## src/rtl/ram_arb_pkg.sv

```systemverilog
// Shared types and default widths for the CPU/VDP RAM arbiter.
package ram_arb_pkg;

    localparam int unsigned ADDR_W_DEF = 16;
    localparam int unsigned DATA_W_DEF = 8;
    localparam int unsigned STARVE_W   = 4;

    typedef enum logic [1:0] {
        OWN_NONE = 2'd0,
        OWN_CPU  = 2'd1,
        OWN_VDP  = 2'd2
    } owner_e;

endpackage

```

## src/rtl/ram_arbiter.sv

```systemverilog
// Single-port RAM arbiter: VDP fixed priority, bounded CPU starvation,
// three-stage arbitrate/issue/response pipeline with a 2-cycle req->ack latency.
module ram_arbiter
    import ram_arb_pkg::*;
#(
    parameter int unsigned ADDR_W       = ADDR_W_DEF,
    parameter int unsigned DATA_W       = DATA_W_DEF,
    parameter int unsigned STARVE_LIMIT = 4
) (
    input  logic              clk,
    input  logic              reset,
    input  logic              cpu_req,
    input  logic              cpu_we,
    input  logic [ADDR_W-1:0] cpu_addr,
    input  logic [DATA_W-1:0] cpu_wdata,
    output logic              cpu_ack,
    output logic [DATA_W-1:0] cpu_rdata,
    input  logic              vdp_req,
    input  logic [ADDR_W-1:0] vdp_addr,
    output logic              vdp_ack,
    output logic [DATA_W-1:0] vdp_rdata,
    output logic [ADDR_W-1:0] mem_addr,
    output logic [DATA_W-1:0] mem_wdata,
    output logic              mem_we,
    input  logic [DATA_W-1:0] mem_rdata
);

    localparam logic [STARVE_W-1:0] LIMIT_C = STARVE_W'(STARVE_LIMIT);

    owner_e              iss_own_q, iss_own_d;
    owner_e              rsp_own_q, rsp_own_d;
    owner_e              win_c;
    logic [ADDR_W-1:0]   mem_addr_q, mem_addr_d;
    logic [DATA_W-1:0]   mem_wdata_q, mem_wdata_d;
    logic                mem_we_q, mem_we_d;
    logic [DATA_W-1:0]   cpu_rdata_q, cpu_rdata_d;
    logic [DATA_W-1:0]   vdp_rdata_q, vdp_rdata_d;
    logic [STARVE_W-1:0] starve_q, starve_d;
    logic                cpu_elig_c, vdp_elig_c;

    // Arbitration, issue capture, response capture and starvation tracking.
    always_comb begin
        iss_own_d   = OWN_NONE;
        rsp_own_d   = iss_own_q;
        mem_addr_d  = mem_addr_q;
        mem_wdata_d = mem_wdata_q;
        mem_we_d    = 1'b0;
        cpu_rdata_d = cpu_rdata_q;
        vdp_rdata_d = vdp_rdata_q;
        starve_d    = starve_q;
        win_c       = OWN_NONE;

        // A requester with an access in issue or response is masked.
        cpu_elig_c = cpu_req && (iss_own_q != OWN_CPU) && (rsp_own_q != OWN_CPU);
        vdp_elig_c = vdp_req && (iss_own_q != OWN_VDP) && (rsp_own_q != OWN_VDP);

        if (cpu_elig_c && vdp_elig_c) begin
            win_c = (starve_q == LIMIT_C) ? OWN_CPU : OWN_VDP;
        end else if (cpu_elig_c) begin
            win_c = OWN_CPU;
        end else if (vdp_elig_c) begin
            win_c = OWN_VDP;
        end

        iss_own_d = win_c;
        case (win_c)
            OWN_CPU: begin
                mem_addr_d = cpu_addr;
                starve_d   = '0;
                if (cpu_we) begin
                    mem_we_d    = 1'b1;
                    mem_wdata_d = cpu_wdata;
                end
            end
            OWN_VDP: begin
                mem_addr_d = vdp_addr;
                if (cpu_elig_c && (starve_q != LIMIT_C)) begin
                    starve_d = starve_q + STARVE_W'(1);
                end
            end
            default: ;
        endcase

        if (iss_own_q == OWN_CPU && !mem_we_q) begin
            cpu_rdata_d = mem_rdata;
        end else if (iss_own_q == OWN_VDP) begin
            vdp_rdata_d = mem_rdata;
        end
    end

    always_ff @(posedge clk) begin
        if (reset) begin
            iss_own_q   <= OWN_NONE;
            rsp_own_q   <= OWN_NONE;
            mem_addr_q  <= '0;
            mem_wdata_q <= '0;
            mem_we_q    <= 1'b0;
            cpu_rdata_q <= '0;
            vdp_rdata_q <= '0;
            starve_q    <= '0;
        end else begin
            iss_own_q   <= iss_own_d;
            rsp_own_q   <= rsp_own_d;
            mem_addr_q  <= mem_addr_d;
            mem_wdata_q <= mem_wdata_d;
            mem_we_q    <= mem_we_d;
            cpu_rdata_q <= cpu_rdata_d;
            vdp_rdata_q <= vdp_rdata_d;
            starve_q    <= starve_d;
        end
    end

    assign cpu_ack   = (rsp_own_q == OWN_CPU);
    assign vdp_ack   = (rsp_own_q == OWN_VDP);
    assign cpu_rdata = cpu_rdata_q;
    assign vdp_rdata = vdp_rdata_q;
    assign mem_addr  = mem_addr_q;
    assign mem_wdata = mem_wdata_q;
    assign mem_we    = mem_we_q;

endmodule

```

## config.mk

```make
export PLATFORM = sky130hd
export DESIGN_NAME = ram_arbiter
export DESIGN_NICKNAME = d
export VERILOG_FILES = /design/src/rtl/ram_arb_pkg.sv /design/src/rtl/ram_arbiter.sv
export SDC_FILE = /design/constraint.sdc
export NUM_CORES = 1
export LEC_CHECK = 0
export ABC_CLOCK_PERIOD_IN_PS = 2330
export BUFFER_PORTS_ARGS = -buffer_cell sky130_fd_sc_hd__buf_2
export CORE_ASPECT_RATIO = 0.6
export CORE_MARGIN = 5
export CORE_UTILIZATION = 28
export DETAILED_ROUTE_END_ITERATION = 10
export HOLD_SLACK_MARGIN = 0.05
export PLACE_DENSITY = 0.54
export SETUP_SLACK_MARGIN = 0.05
export SYNTH_ARGS = -nofsm -noshare
export SYNTH_HDL_FRONTEND = slang
export SYNTH_SLANG_ARGS = --single-unit
```

## constraint.sdc

```tcl
create_clock -name clk -period 2.33 [get_ports clk]
set_input_delay 0.233 -clock clk [delete_from_list [all_inputs] [get_ports clk]]
set_output_delay 0.233 -clock clk [all_outputs]
set_load 0.05 [all_outputs]
```

==> results.toml <==
[sta]
worstMarginPinSlew_ns = 0.789
fmax_mhz = 505
setup_tns_ns = 0
period_share_pct = 84.9
setup_viol = 0
rsz0062_at_grt = "no"
worst_hold_slack_ns = 0.205
drv_slew = 0
fin_ws_ns = 0.351
finalHoldViolCount = 0
clock_skew_ns = 0.00575
relSlewSlack_pct = 47.4
post-route-min-period_ns = 1.98

[critical_path]
path_cells = "nand2b_1, nand3_1, o21ai_0, a311oi_2"
slowest_stage = "nand3_1"
cpPeakStageDelay_ns = 0.57
cp-end-kind = "register"
timing.rr.start = "iss_own_q[0]"
crit_required_ns = 2.46
crit_buf_inv = 0
path_delay_family = "simple AND/OR/NAND/NOR gates"
reg2reg_depth = 4
timing.rr.end = "mem_addr[4]"
r2r_slack_ns = 0.35
worstSetupPathType = "register to register"
crit_arrival_ns = 2.11
setup.worst_path.start = "iss_own_q[0]"
worstSetupStartpointType = "register"
crit_fanout = 17

[clock_tree]
cts-buffers-inserted = 5
clockRootBuffer = "clkbuf_16"
path_clk_slew_ns = 0.07
cts-htree-levels = 2
cts.repair.resized = 0
postCtsSetupRepairBufs = 0
clock_path_buffers = 2
clk-insertion-delay-late_ns = 0.28
cts_tree = "done"
cts.sinks = 49
cts_hold_buf = 0

[route]
routed_wl_um = 6220
ant_nets = 0
drcViolationCount = 0
routedWlPerCell_um = 14.1
drtPass1Iterations = 4
drtIter0Drc = 100
viasPerCell = 4.61
vias = 2035

[synth]
synth_top_cell_area_share_pct = 44.6
yosysWarnings = 0
ys_seq_area_share_pct = 44.6
synthArstFlopShare_pct = 0
synth.avg_cell_area_sq_um = 8.94
ys_types = 30
synthesis.instances = 246
ys_ff_latch = 49
synthTopCellsByArea = "dfxtp_1 45%, a311oi_2 6.8%, nand2b_1 5.7%"
synth_area_sq_mm = 0.00220
yosysTopAreaCell = "dfxtp_1"
synth_edf_count = 0
ys.flop_type = "dfxtp_1"
synth_nets = 301

[die]
die_w_um = 124
dieArea_sq_mm = 0.00978
die_h_um = 78.6
core-area_sq_mm = 0.00776
ioPinCount = 96
start_util_pct = 28.3
std_cell_rows = 25

[pwr]
powerDensity_mw_per_mm2 = 754
ir_worst_vdd_v = 0.000343
p_leak_nw = 1.26

[place]
pre_cts_slack_ns = 0.369
place.port_buffers = 95
place_hpwl_um = 4600
gp_congestion = 0.778
dp_cells = 433

[global_route]
antenna_found_initial = 0
grtUsageTotal_pct = 12.2
grt_pass1_wl_um = 9890
grt_max_degree = 41
overflow = 0
grt_pass1_vias = 1891

[cells_and_area]
nFillCells = 851
n_antenna_cell = 0
stdcell_count = 441
nets = 387
area_growth_pct = 31.5
final_layout_size_suffix_gt1_share_pct = 36.6
layout_common_cells = "95 x buf_2, 49 x dfxtp_1, 25 x nand2_1, 20 x nand2b_1"
final_common_cell = "buf_2"

[run_status]
status = "finished clean"

[hold_path]
min_path_type = "primary input to register"
hp-start = "mem_rdata[6]"
whs_path_depth = 3
holdPathEnd = "vdp_rdata[6]"

[run]
maxCapViolCount = 0
[synth_stat cells, types with 3 or more instances]
cell type,instances
dfxtp_1,49
nand2_1,25
nand2b_1,20
nand3_1,17
nor3_1,17
a21oi_1,16
clkbuf_1,15
o21ai_0,15
a311oi_2,10
mux2i_1,9
o21ai_1,9
a311oi_1,6
nor2_1,6
buf_6,5
inv_1,4
nand4_1,3
nor2b_1,3
[area by class of cell]
cell class / count / area, sq um / share of cell area, %
inverter: 4 / 15.0 / 0.519
timing repair buffer: 101 / 520 / 18.0
tap: 108 / 135 / 4.68
clock inverter: 1 / 5.00 / 0.173
multi-input combinational: 171 / 1080 / 37.4
sequential: 49 / 981 / 33.9
clock buffer: 7 / 153 / 5.28
[where the power goes]
part           internal (mW)  switching [mW]  leakage, nW
clock network          0.455           0.306       0.0799
logic                  0.152           0.341        0.774
registers              0.894          0.0308        0.402
[flip-flops by register name, summed over array words and instances, names as in the netlist]
name and flops:
mem_addr 16, cpu_rdata 8, mem_wdata 8, vdp_rdata 8, starve_q 4, iss_own_q 2
rsp_own_q 2, mem_we 1
[routing by layer]
metal / vias up / GRT usage, % / part of all wire [%]
met1: 952 / 18.0 / 50
met5: - / 0 / 0
met2: 45 / 16.8 / 43
met3: 2 / 4.15 / 6.2
met4: 0 / 2.74 / 0.64
li1: 1036 / - / -
[cell families (layout without fill, tap and decap cells)]
group	count (synthesis)	in the layout	synth area share, %
xor gates and xnor gates	3	3	1.20
AOI/OAI and AO/OA	57	57	18.7
adders and majority gates	2	2	1.14
and+or+nand+nor	100	100	24.1
muxes	9	9	4.10
DFF	49	49	44.6
buffers and inverters	26	113	6.20
[how the worst max path moves through the flow]
stage	endpoint	slack [ns]	cells after the start
2_1_floorplan	mem_wdata[0]	0.54	6
3_3_place_gp	mem_addr[4]	0.38	4
3_5_place_dp	mem_addr[4]	0.37	4
4_1_cts	mem_addr[4]	0.35	4
5_1_grt	mem_addr[4]	0.13	4
6_report	mem_addr[4]	0.35	4
[worst reg2reg max path: stages, from the launching register on]
cell and delay, ns:
dfxtp_1 0.35, nand2b_1 0.36, nand3_1 0.57, o21ai_0 0.42, a311oi_2 0.13
[through the flow]
stage / utilization [%] / total power, mW / instance area (sq um)
after floorplan: - / 1.31 / 2200
after global placement: 35.2 / 1.43 / 2730
after detailed placement: 35.2 / 1.44 / 2730
after CTS: 37.3 / 2.21 / 2890
after global routing: 37.3 / 2.28 / 2890
final: 37.3 / 2.18 / 2890
Power figures use the tool's default switching activity.
